--- src/rtl/pipeline_stall_controller.sv ---
// -----------------------------------------------------------------------------
// pipeline_stall_controller
//
// Hazard and stall sequencer for the 5-stage pipeline. It drives the enable and
// flush inputs of the fetch/decode/execute/memory pipeline registers. A data
// cache miss freezes the whole pipeline, runs a line-refill handshake with main
// memory (request/grant, then LINE_WORDS data beats) and releases the pipeline
// one cycle after the last beat. Load-use stalls and taken-branch flushes are
// handled only while no miss is being serviced.
//
// Ports
//   clk, rst_n                 clock, asynchronous active-low reset
//   cache_miss_i, miss_addr_i  memory-stage miss and its byte address
//   load_use_i                 load-use hazard detected in decode
//   branch_taken_i             execute-stage branch/jump taken
//   mem_gnt_i, mem_rvalid_i    refill request accepted / data beat valid
//   mem_req_o, mem_addr_o      refill request and line-aligned address
//   refill_we_o, refill_idx_o  cache line write strobe and word index
//   en_*_o, clear_*_o          pipeline register enables and flushes
//   busy_o                     sequencer is not in IDLE
//   miss_count_o               refills started (saturating)
//   stall_count_o              cycles with en_memory_o low (saturating)
// -----------------------------------------------------------------------------
module pipeline_stall_controller #(
    parameter int DATA_WIDTH = 32,
    parameter int LINE_WORDS = 4,
    parameter int CNT_WIDTH  = 16
) (
    input  logic                          clk,
    input  logic                          rst_n,
    input  logic                          cache_miss_i,
    input  logic [DATA_WIDTH-1:0]         miss_addr_i,
    input  logic                          load_use_i,
    input  logic                          branch_taken_i,
    input  logic                          mem_gnt_i,
    input  logic                          mem_rvalid_i,
    output logic                          mem_req_o,
    output logic [DATA_WIDTH-1:0]         mem_addr_o,
    output logic                          refill_we_o,
    output logic [$clog2(LINE_WORDS)-1:0] refill_idx_o,
    output logic                          en_fetch_o,
    output logic                          en_decode_o,
    output logic                          en_execute_o,
    output logic                          en_memory_o,
    output logic                          clear_decode_o,
    output logic                          clear_execute_o,
    output logic                          busy_o,
    output logic [CNT_WIDTH-1:0]          miss_count_o,
    output logic [CNT_WIDTH-1:0]          stall_count_o
);

    localparam int IDX_W    = $clog2(LINE_WORDS);
    // Byte offset inside a line: word index bits plus the 2 byte-in-word bits.
    localparam int OFF_BITS = IDX_W + 2;

    localparam logic [1:0] ST_IDLE   = 2'd0;
    localparam logic [1:0] ST_REQ    = 2'd1;
    localparam logic [1:0] ST_REFILL = 2'd2;
    localparam logic [1:0] ST_DONE   = 2'd3;

    localparam logic [IDX_W-1:0]     LAST_BEAT = IDX_W'(LINE_WORDS - 1);
    localparam logic [CNT_WIDTH-1:0] CNT_MAX   = {CNT_WIDTH{1'b1}};

    logic [1:0]            state_reg, state_next;
    logic [IDX_W-1:0]      beat_reg, beat_next;
    logic [DATA_WIDTH-1:0] line_addr_reg, line_addr_next;
    logic [CNT_WIDTH-1:0]  miss_cnt_reg, miss_cnt_next;
    logic [CNT_WIDTH-1:0]  stall_cnt_reg, stall_cnt_next;
    logic [DATA_WIDTH-1:0] aligned_addr;
    logic                  miss_start;
    logic                  mem_stalled;

    // Line-align the miss address by zeroing the in-line byte offset.
    genvar gi;
    generate
        for (gi = 0; gi < DATA_WIDTH; gi++) begin : g_align
            assign aligned_addr[gi] = (gi < OFF_BITS) ? 1'b0 : miss_addr_i[gi];
        end
    endgenerate

    // A miss is only accepted in IDLE; elsewhere the stalled stage holds it.
    assign miss_start  = (state_reg == ST_IDLE) && cache_miss_i;
    // en_memory_o is low in every non-IDLE state and in the IDLE miss cycle.
    assign mem_stalled = (state_reg != ST_IDLE) || cache_miss_i;

    always_comb begin
        state_next      = state_reg;
        beat_next       = beat_reg;
        line_addr_next  = line_addr_reg;
        en_fetch_o      = 1'b1;
        en_decode_o     = 1'b1;
        en_execute_o    = 1'b1;
        en_memory_o     = 1'b1;
        clear_decode_o  = 1'b0;
        clear_execute_o = 1'b0;
        mem_req_o       = 1'b0;
        refill_we_o     = 1'b0;
        case (state_reg)
            ST_IDLE: begin
                if (cache_miss_i) begin
                    en_fetch_o     = 1'b0;
                    en_decode_o    = 1'b0;
                    en_execute_o   = 1'b0;
                    en_memory_o    = 1'b0;
                    line_addr_next = aligned_addr;
                    state_next     = ST_REQ;
                end else if (branch_taken_i) begin
                    // The flush also removes any load-use victim in decode.
                    clear_decode_o  = 1'b1;
                    clear_execute_o = 1'b1;
                end else if (load_use_i) begin
                    // Hold fetch/decode, insert a bubble into execute.
                    en_fetch_o      = 1'b0;
                    en_decode_o     = 1'b0;
                    clear_execute_o = 1'b1;
                end
            end
            ST_REQ: begin
                en_fetch_o   = 1'b0;
                en_decode_o  = 1'b0;
                en_execute_o = 1'b0;
                en_memory_o  = 1'b0;
                mem_req_o    = 1'b1;
                if (mem_gnt_i) begin
                    state_next = ST_REFILL;
                    beat_next  = '0;
                end
            end
            ST_REFILL: begin
                en_fetch_o   = 1'b0;
                en_decode_o  = 1'b0;
                en_execute_o = 1'b0;
                en_memory_o  = 1'b0;
                if (mem_rvalid_i) begin
                    refill_we_o = 1'b1;
                    if (beat_reg == LAST_BEAT) begin
                        beat_next  = '0;
                        state_next = ST_DONE;
                    end else begin
                        beat_next = beat_reg + IDX_W'(1);
                    end
                end
            end
            ST_DONE: begin
                en_fetch_o   = 1'b0;
                en_decode_o  = 1'b0;
                en_execute_o = 1'b0;
                en_memory_o  = 1'b0;
                state_next   = ST_IDLE;
            end
            default: state_next = ST_IDLE;
        endcase
    end

    always_comb begin
        miss_cnt_next  = miss_cnt_reg;
        stall_cnt_next = stall_cnt_reg;
        if (miss_start && (miss_cnt_reg != CNT_MAX)) begin
            miss_cnt_next = miss_cnt_reg + CNT_WIDTH'(1);
        end
        if (mem_stalled && (stall_cnt_reg != CNT_MAX)) begin
            stall_cnt_next = stall_cnt_reg + CNT_WIDTH'(1);
        end
    end

    always_ff @(posedge clk or negedge rst_n) begin
        if (!rst_n) begin
            state_reg     <= ST_IDLE;
            beat_reg      <= '0;
            line_addr_reg <= '0;
            miss_cnt_reg  <= '0;
            stall_cnt_reg <= '0;
        end else begin
            state_reg     <= state_next;
            beat_reg      <= beat_next;
            line_addr_reg <= line_addr_next;
            miss_cnt_reg  <= miss_cnt_next;
            stall_cnt_reg <= stall_cnt_next;
        end
    end

    assign busy_o        = (state_reg != ST_IDLE);
    assign mem_addr_o    = line_addr_reg;
    assign refill_idx_o  = beat_reg;
    assign miss_count_o  = miss_cnt_reg;
    assign stall_count_o = stall_cnt_reg;

endmodule

--- config.mk ---
export PLATFORM = sky130hd
export DESIGN_NAME = pipeline_stall_controller
export DESIGN_NICKNAME = d
export VERILOG_FILES = /design/src/rtl/pipeline_stall_controller.sv
export SDC_FILE = /design/constraint.sdc
export NUM_CORES = 1
export LEC_CHECK = 0
export BUFFER_PORTS_ARGS = -buffer_cell sky130_fd_sc_hd__buf_2
export CAP_MARGIN = 40
export CORE_MARGIN = 2
export CORE_UTILIZATION = 25
export CTS_CLUSTER_DIAMETER = 40
export DETAILED_ROUTE_END_ITERATION = 7
export SLEW_MARGIN = 20
export SYNTH_ARGS = -nofsm -noshare
export SYNTH_HDL_FRONTEND = slang
export SYNTH_SLANG_ARGS = --single-unit
--- constraint.sdc ---
create_clock -name clk -period 2.65 [get_ports clk]
set_clock_uncertainty 0.1 [all_clocks]
set_input_delay 0.6625 -clock clk [delete_from_list [all_inputs] [get_ports clk]]
set_output_delay 0.6625 -clock clk [all_outputs]
set_load 0.01 [all_outputs]
# Yosys cells after proc, flatten, opt, wreduce, memory -nomap -nowiden

Index checks and enable logic that the tools add are counted.

Register bits after elaboration: 64
Output and inout bits: 75
Word-level logic and storage cells: 54

$add $sub $neg: 3
Equal/unequal tests: 10
Multiplexer cells: 25
Reductions and logical operators: 11

Operators with widths:

| cell                  | count |
|---|---|
| $add 16x1->16 const B | 2 |
| $ne 16x16->1 const B  | 2 |
| $mux 1                | 14 |
| $mux 2                | 7 |
| $ne 2x2->1 const B    | 4 |
| $pmux 2 s4            | 1 |
| $eq 2x2->1 const B    | 3 |
| $pmux 1 s2            | 2 |
| $pmux 2 s2            | 1 |
| $reduce_and 4->1      | 1 |
| $reduce_bool 2->1     | 2 |
| $logic_and 1x1->1     | 3 |
| $reduce_and 3->1      | 1 |
| $reduce_or 3->1       | 1 |
| $add 2x1->2 const B   | 1 |
| $eq 2x1->1 const B    | 1 |
| $logic_not 2->1       | 1 |
| $reduce_and 2->1      | 1 |
| $logic_or 1x1->1      | 1 |

# Depth between registers and ports, before layout

Gate-level depths: netlist of run 1.

Depth after elaboration: 4
Gate-level depth with buffers: 7
Gate-level depth less buffers: 7

# Least setup slack after synthesis of run 1

Ideal clock, no wire load.

Path type: input-to-output
Start point: input port cache_miss_i
End point: output port en_fetch_o
Data arrival time: 1.510 ns
Path slack: 0.377 ns
Stages on the path: 3
Path buffers: 1
Cells stage by stage: nor2b_1 a21boi_0 buf_4

Cells in the longest elaborated chain, start to end: 2

Ends and longest elaborated chain:

| item            | line | RTL |
|---|---|---|
| start, declared | 31   | `input logic cache_miss_i,` |
| $mux 1          | n/a  |  |
| $pmux 1 s2      | n/a  |  |
| end, declared   | 41   | `output logic en_fetch_o,` |

No other way between the ends.

# Final worst setup path of run 1

Start point: register state_reg[0]
End point: output port en_fetch_o

Cells in the longest elaborated chain, start to end: 3

Ends and longest elaborated chain:

| item                                     | line | RTL |
|---|---|---|
| start, declared                          | 64   | `logic [1:0] state_reg, state_next;` |
| start signal, assigned                   | 174  | `state_reg <= state_next;` |
| $eq 2x2->1 or $eq 2x1->1 (tied branches) | 98   | `case (state_reg)` |
| $reduce_or 3->1 (no line)                | n/a  |  |
| $pmux 1 s2 (*)                           | 98   |  |

Every way passes the cells marked *; elsewhere a longest branch is shown, timed or not.

==> results of run 1 <==
==> layout make-up <==
class | instances | area, um^2 | area share [%]
repair buffers | 108 | 548.0 | 14.06
multi-input cells | 160 | 1226 | 31.45
well taps | 143 | 178.9 | 4.589
flip-flops and latches | 64 | 1602 | 41.08
clock inverters | 6 | 82.58 | 2.118
clock buffers | 10 | 239.0 | 6.130
inverters | 6 | 22.52 | 0.5777
==> worst reg2reg max path, delay by kind of cell, from the launching register on <==
| kind | cells | cell delay, ns |
|---|---|---|
| and+or+nand+nor | 1 | 0.20 |
| adders and majority gates | 1 | 0.23 |
| DFF | 1 | 0.39 |
| AOI/OAI and AO/OA | 1 | 0.52 |
| muxes | 1 | 0.40 |
| buffers and inverters | 1 | 0.11 |
==> cell usage in the layout (no fill, tap or decap), drive strengths merged <==
| cell | count |
|---|---|
| nand2 | 17 |
| nand4 | 14 |
| clkinvlp | 1 |
| xor2 | 8 |
| conb | 4 |
| nor2b | 2 |
| nor2 | 16 |
| nand2b | 2 |
| ha | 7 |
| a41oi | 1 |
| clkinv | 3 |
| a21boi | 2 |
| a211oi | 1 |
| and2 | 3 |
| mux2i | 1 |
| dfrtp | 64 |
| bufinv | 2 |
| xnor2 | 22 |
| clkbuf | 10 |
| a22oi | 1 |
| a21oi | 1 |
| mux2 | 30 |
| nor4 | 2 |
| buf | 108 |
| and3 | 5 |
| nor3 | 5 |
| inv | 6 |
| nand3 | 9 |
| o21ai | 5 |
| a2bb2oi | 1 |
| o32a | 1 |
==> cells by family after synthesis <==
family	share of synthesized area, %
mux	12.13
other cells	0.1294
compound gates	3.280
simple gates	14.29
buf+inv	2.848
xor+xnor	9.063
flops	55.24
fa+ha+maj	3.021
==> report_power, final <==
group	internal (mW)	switching, mW	leakage [nW]	total, mW
sequential	1.33	0.244	0.799	1.57
combinational	0.707	0.701	0.956	1.41
clock	0.843	0.424	0.158	1.27
==> cell usage after synthesis, types with 3 or more instances <==
master and n:
and2_1 3, and3_1 5, buf_2 3, buf_4 6, dfrtp_1 64, ha_1 7, inv_1 6, mux2_2 29
nand2_1 17, nand3_1 9, nand4_1 13, nor2_1 15, nor3_1 4, o21ai_0 5, xnor2_1 22, xor2_1 8
==> path summary, 6_finish.rpt <==
path	from	to	slack, ns	depth (start not counted)
worst max-delay path	state_reg[0]	en_fetch_o	0.31	5
worst min-delay path	rst_n	mem_addr_o[11]	0.21	1
worst max register to register	state_reg[0]	miss_count_o[1]	0.59	5
worst min register to register	mem_addr_o[20]	mem_addr_o[20]	0.40	1
max in group asynchronous	rst_n	mem_addr_o[10]	1.48	2
min in group clk	mem_addr_o[20]	mem_addr_o[20]	0.40	1
==> metal layers <==
metal	global-route usage (%)	wire length (um)	vias up
li1	-	-	1036
met5	0	0	-
met2	14.59	2587	104
met3	3.647	541	14
met1	14.01	2964	1051
met4	5.761	155	0
==> out/results.txt, run 1 <==
# Post-CTS Setup Buffers -> 0
dominant cell type by area after synthesis -> dfrtp_1
status -> finished, final reports clean
Resized cells post-CTS -> 0
setup ws final -> 0.3060 ns
Starting Density -> 25.50%
CTS root buf -> clkbuf_16
GP Congestion -> 0.8093
pin slew with the least headroom to its limit -> 0.5750 ns
final net count -> 395
max reg flops -> 28
setup TNS -> 0 ns
number of synthesized flops with an enable pin -> 0
IO Count -> 114
htree depth -> 3
WL/cell -> 12.57 um
critical-path cell list -> inv_1, ha_1, nor2b_1, a21boi_0, buf_2
Placed Instance Area -> 3577 um^2
n_diodes -> 0
die height -> 111.7 um
post-synth top area share -> 55.24%
Inst Count DP -> 481
Post-Layout Cell Count -> 497
Worst slew margin -> 61.67%
Hold Buf Count CTS -> 0
max-slew violation count -> 0
Min Hold Slack -> 0.2094 ns
pin count of the biggest net entering global routing -> 27
Rows -> 39
hold crit path type -> in -> async
Total GRT Usage -> 10.42%
Core ar. -> 11370 um^2
Setup WS pre-CTS -> 0.5199 ns
Arr. time, crit path -> 1.58 ns
PwrDens -> 1089 nW/um^2
worst skew pair latency -> 0.33 ns
initial antenna violation count -> 0
Num CTS Buffers -> 9
vias in the first global route -> 2146
Final Hold Viols -> 0
CP max stage cell -> dfrtp_1
ANT nets after route -> 0
Via density -> 4.437
total gr overflow -> 0
DRT Pass-1 Iters -> 4
Final Cell Area -> 3899 um^2
worst-path maximum fanout -> 3
Max Clk Rate -> 426.6 MHz
Final Util -> 34.29%
power consumption -> 4.246 mW
Worst-path clk slew -> 0.06 ns
crit end category -> output pin
Yosys warning count -> 0
die width -> 111.7 um
RSZ-0062 raised after global routing -> false
Fillers -> 1152
Tmin final -> 2.344 ns
Mapped Cells -> 236
CP bufs+invs -> 2
CP startpoint kind -> flop
Post-Syn Area -> 2899 um^2
Crit path largest cell delay -> 0.39 ns
VDD IR max -> 0.0004406 V
Syn Area/Cell -> 12.28 um^2
layout cells sized above 1 -> 45.20%
setup violators final -> 0
WL final -> 6249 um
die area -> 12470 um^2
TritonCTS clock tree -> done
Synth async-reset ratio -> 100.0%
MaxCap Viol Count -> 0
routed via count -> 2205
Synth Register Bits -> 64
P&R area growth vs syn -> 34.48%
dpl hpwl -> 4629 um
buffers added on ports -> 105
first-pass GRT wire length -> 10320 um
Yosys cell types -> 34
cell family with most CP delay -> flip-flops
DRC viols -> 0
period utilization -> 88.45%
synth top area cells -> dfrtp_1 (55%), mux2_2 (11%), xnor2_1 (6.6%)
DR iter-0 viols -> 63
LEAKAGE -> 1.913 nW
Post-synth top flop -> dfrtp_1
CP Class -> reg -> out
Clock Tree Buf Depth -> 2
Critical Path RT -> 1.89 ns
proportion of synthesized chip area in sequential cells -> 55.24%
CTS sink cnt -> 64
Note: power is estimated with default switching activity, not from simulation.
==> inputs of run 2 (changes only) <==
--- a/config.mk
+++ b/config.mk
@@ -6,11 +6,12 @@
 export NUM_CORES = 1
 export LEC_CHECK = 0
 export BUFFER_PORTS_ARGS = -buffer_cell sky130_fd_sc_hd__buf_2
-export CAP_MARGIN = 40
+export CORE_ASPECT_RATIO = 0.6
 export CORE_MARGIN = 2
 export CORE_UTILIZATION = 25
 export CTS_CLUSTER_DIAMETER = 40
 export DETAILED_ROUTE_END_ITERATION = 7
+export GPL_TIMING_DRIVEN = 0
 export SLEW_MARGIN = 20
 export SYNTH_ARGS = -nofsm -noshare
 export SYNTH_HDL_FRONTEND = slang
==> run 2 against run 1 <==
Total power down 0.17%; register-to-register slack about the same; design area up 1.6%; non-clock buffer count up 7; combinational power about the same; via count down 1.0%.
==> out/results.txt, run 2 (synthesis gave the netlist of run 1 again) <==
Placed Instance Area -> 3659 um^2 (+2.3%)
buffers added on ports -> 105 (unchanged)
FF-to-FF setup slack -> 0.58 ns (about the same)
Setup WS pre-CTS -> 0.4390 ns (-0.08094 ns)
Final Util -> 35.06% (+0.77 points)
commonest non-fill, non-tap cell in the layout -> buf_2
CP Capture Point -> en_fetch_o
max reg flops -> 28 (unchanged)
setup TNS -> 0 ns (unchanged)
Post-Layout Cell Count -> 520 (+4.6%)
crit end category -> output pin
Starting Density -> 25.66% (+0.16 points)
Total GRT Usage -> 10.88% (+0.46 points)
most frequent cells in the layout -> buf_2 (107), dfrtp_1 (64), mux2_2 (29), xnor2_1 (22), nand2_1 (17)
TritonCTS clock tree -> done
period utilization -> 90.90% (+2.4 points)
P&R area growth vs syn -> 36.64%
CP max stage cell -> dfrtp_1
Inst Count DP -> 505 (+5.0%)
Worst slew margin -> 62.56% (+0.90 points)
worst-path maximum fanout -> 4 (+1)
routed via count -> 2182 (-1.0%)
htree depth -> 3 (unchanged)
DRC viols -> 0 (unchanged)
setup violators final -> 0 (unchanged)
PwrDens -> 1070 nW/um^2 (-1.7%)
Via density -> 4.196 (-5.4%)
worst skew pair latency -> 0.32 ns (about the same)
max-slew violation count -> 0 (unchanged)
Rows -> 30 (-23%)
first-pass GRT wire length -> 10480 um (+1.5%)
total gr overflow -> 0 (unchanged)
reg-to-reg endpoint -> mem_addr_o[28]
setup ws final -> 0.2412 ns (-0.06483 ns)
IO Count -> 114 (unchanged)
critical path depth -> 6 (+1)
initial antenna violation count -> 0 (unchanged)
CTS root buf -> clkbuf_16
layout cells sized above 1 -> 45.56% (+0.36 points)
CP bufs+invs -> 3 (+1)
Critical Path RT -> 1.89 ns (about the same)
dpl hpwl -> 5005 um (+8.1%)
worst r2r path cells -> 6 (+1)
WL final -> 6580 um (+5.3%)
ANT nets after route -> 0 (unchanged)
final net count -> 402 (+1.8%)
pin count of the biggest net entering global routing -> 34 (+26%)
MaxCap Viol Count -> 0 (unchanged)
# Post-CTS Setup Buffers -> 0 (unchanged)
Max Clk Rate -> 415.1 MHz (-2.7%)
Num CTS Buffers -> 9 (unchanged)
WL/cell -> 12.65 um (+0.64%)
status -> finished, final reports clean
CP startpoint kind -> flop
CP Class -> reg -> out
Worst-path clk slew -> 0.05 ns (about the same)
Clock Tree Buf Depth -> 2 (unchanged)
n_diodes -> 0 (unchanged)
vias in the first global route -> 2101 (-2.1%)
Setup crit start -> state_reg[1]
Resized cells post-CTS -> 0 (unchanged)
LEAKAGE -> 1.941 nW (+1.5%)
die area -> 12500 um^2 (+0.23%)
Core ar. -> 11300 um^2 (-0.63%)
Hold Buf Count CTS -> 0 (unchanged)
Final Cell Area -> 3961 um^2 (+1.6%)
die height -> 87.42 um (-22%)
RSZ-0062 raised after global routing -> false
die width -> 143.0 um (+28%)
CTS sink cnt -> 64 (unchanged)
Tmin final -> 2.409 ns (+0.06483 ns)
Crit path largest cell delay -> 0.39 ns (about the same)
GP Congestion -> 0.7588 (-6.2%)
pin slew with the least headroom to its limit -> 0.5615 ns (-0.01347 ns)
Final Hold Viols -> 0 (unchanged)
reg2reg start -> state_reg[0]
hold crit path type -> in -> async
cell family with most CP delay -> flip-flops
critical-path cell list -> inv_1, ha_1, nor2b_1, a21boi_0, buf_4, buf_2
Arr. time, crit path -> 1.65 ns (+0.07 ns)
DRT Pass-1 Iters -> 5 (+1)
VDD IR max -> 0.0004029 V (-8.6%)
DR iter-0 viols -> 50 (-21%)
run 2: worst register-to-register path: stages (launching register included):
cell and delay (ns):
dfrtp_1 0.37, inv_1 0.08, ha_1 0.25, nand2_1 0.20
buf_2 0.29, buf_2 0.30, mux2_2 0.38
run 2: how the worst min path moves through the flow:
stage / start / to / slack, ns / cells past startpoint
2_1_floorplan: rst_n / mem_addr_o[10] / 0.27 / 0
3_5_place_dp: mem_addr_o[19] / mem_addr_o[19] / 0.39 / 1
4_1_cts: rst_n / mem_addr_o[18] / 0.18 / 1
5_1_grt: rst_n / stall_count_o[6] / 0.20 / 1
3_3_place_gp: mem_addr_o[20] / mem_addr_o[20] / 0.38 / 1
6_report: rst_n / stall_count_o[6] / 0.18 / 1
run 2: area by class of cell:
| type | instances | area [um^2] |
|---|---|---|
| Fill cell | 1138 | 7337 |
| Sequential cell | 64 | 1602 |
| Multi-Input combinational cell | 160 | 1226 |
| Timing Repair Buffer | 106 | 548.0 |
| Clock buffer | 11 | 232.7 |
| Tap cell | 160 | 200.2 |
| Clock inverter | 4 | 70.07 |
| Buffer | 9 | 60.06 |
| Inverter | 6 | 22.52 |
run 2: metal layers:
metal / track usage (%) / wire, um / vias up
li1: - / - / 1054
met1: 14.56 / 3223 / 1053
met2: 16.14 / 2854 / 71
met3: 4.618 / 462 / 4
met4: 2.970 / 39 / 0
met5: 0 / 0 / -
run 2: report_power, final:
part | internal (mW) | switching, mW | total (mW)
Sequential | 1.33 | 0.252 | 1.58
Clock | 0.815 | 0.409 | 1.22
Combinational | 0.724 | 0.710 | 1.43
run 2: per-stage QoR:
step | hold WS, ns | total power, mW
final | 0.1754 | 4.239
after global routing | 0.2016 | 4.521
after CTS | 0.1785 | 4.322
after detailed placement | 0.3869 | 3.054
after global placement | 0.3813 | 3.001
after floorplan | 0.2669 | 2.457
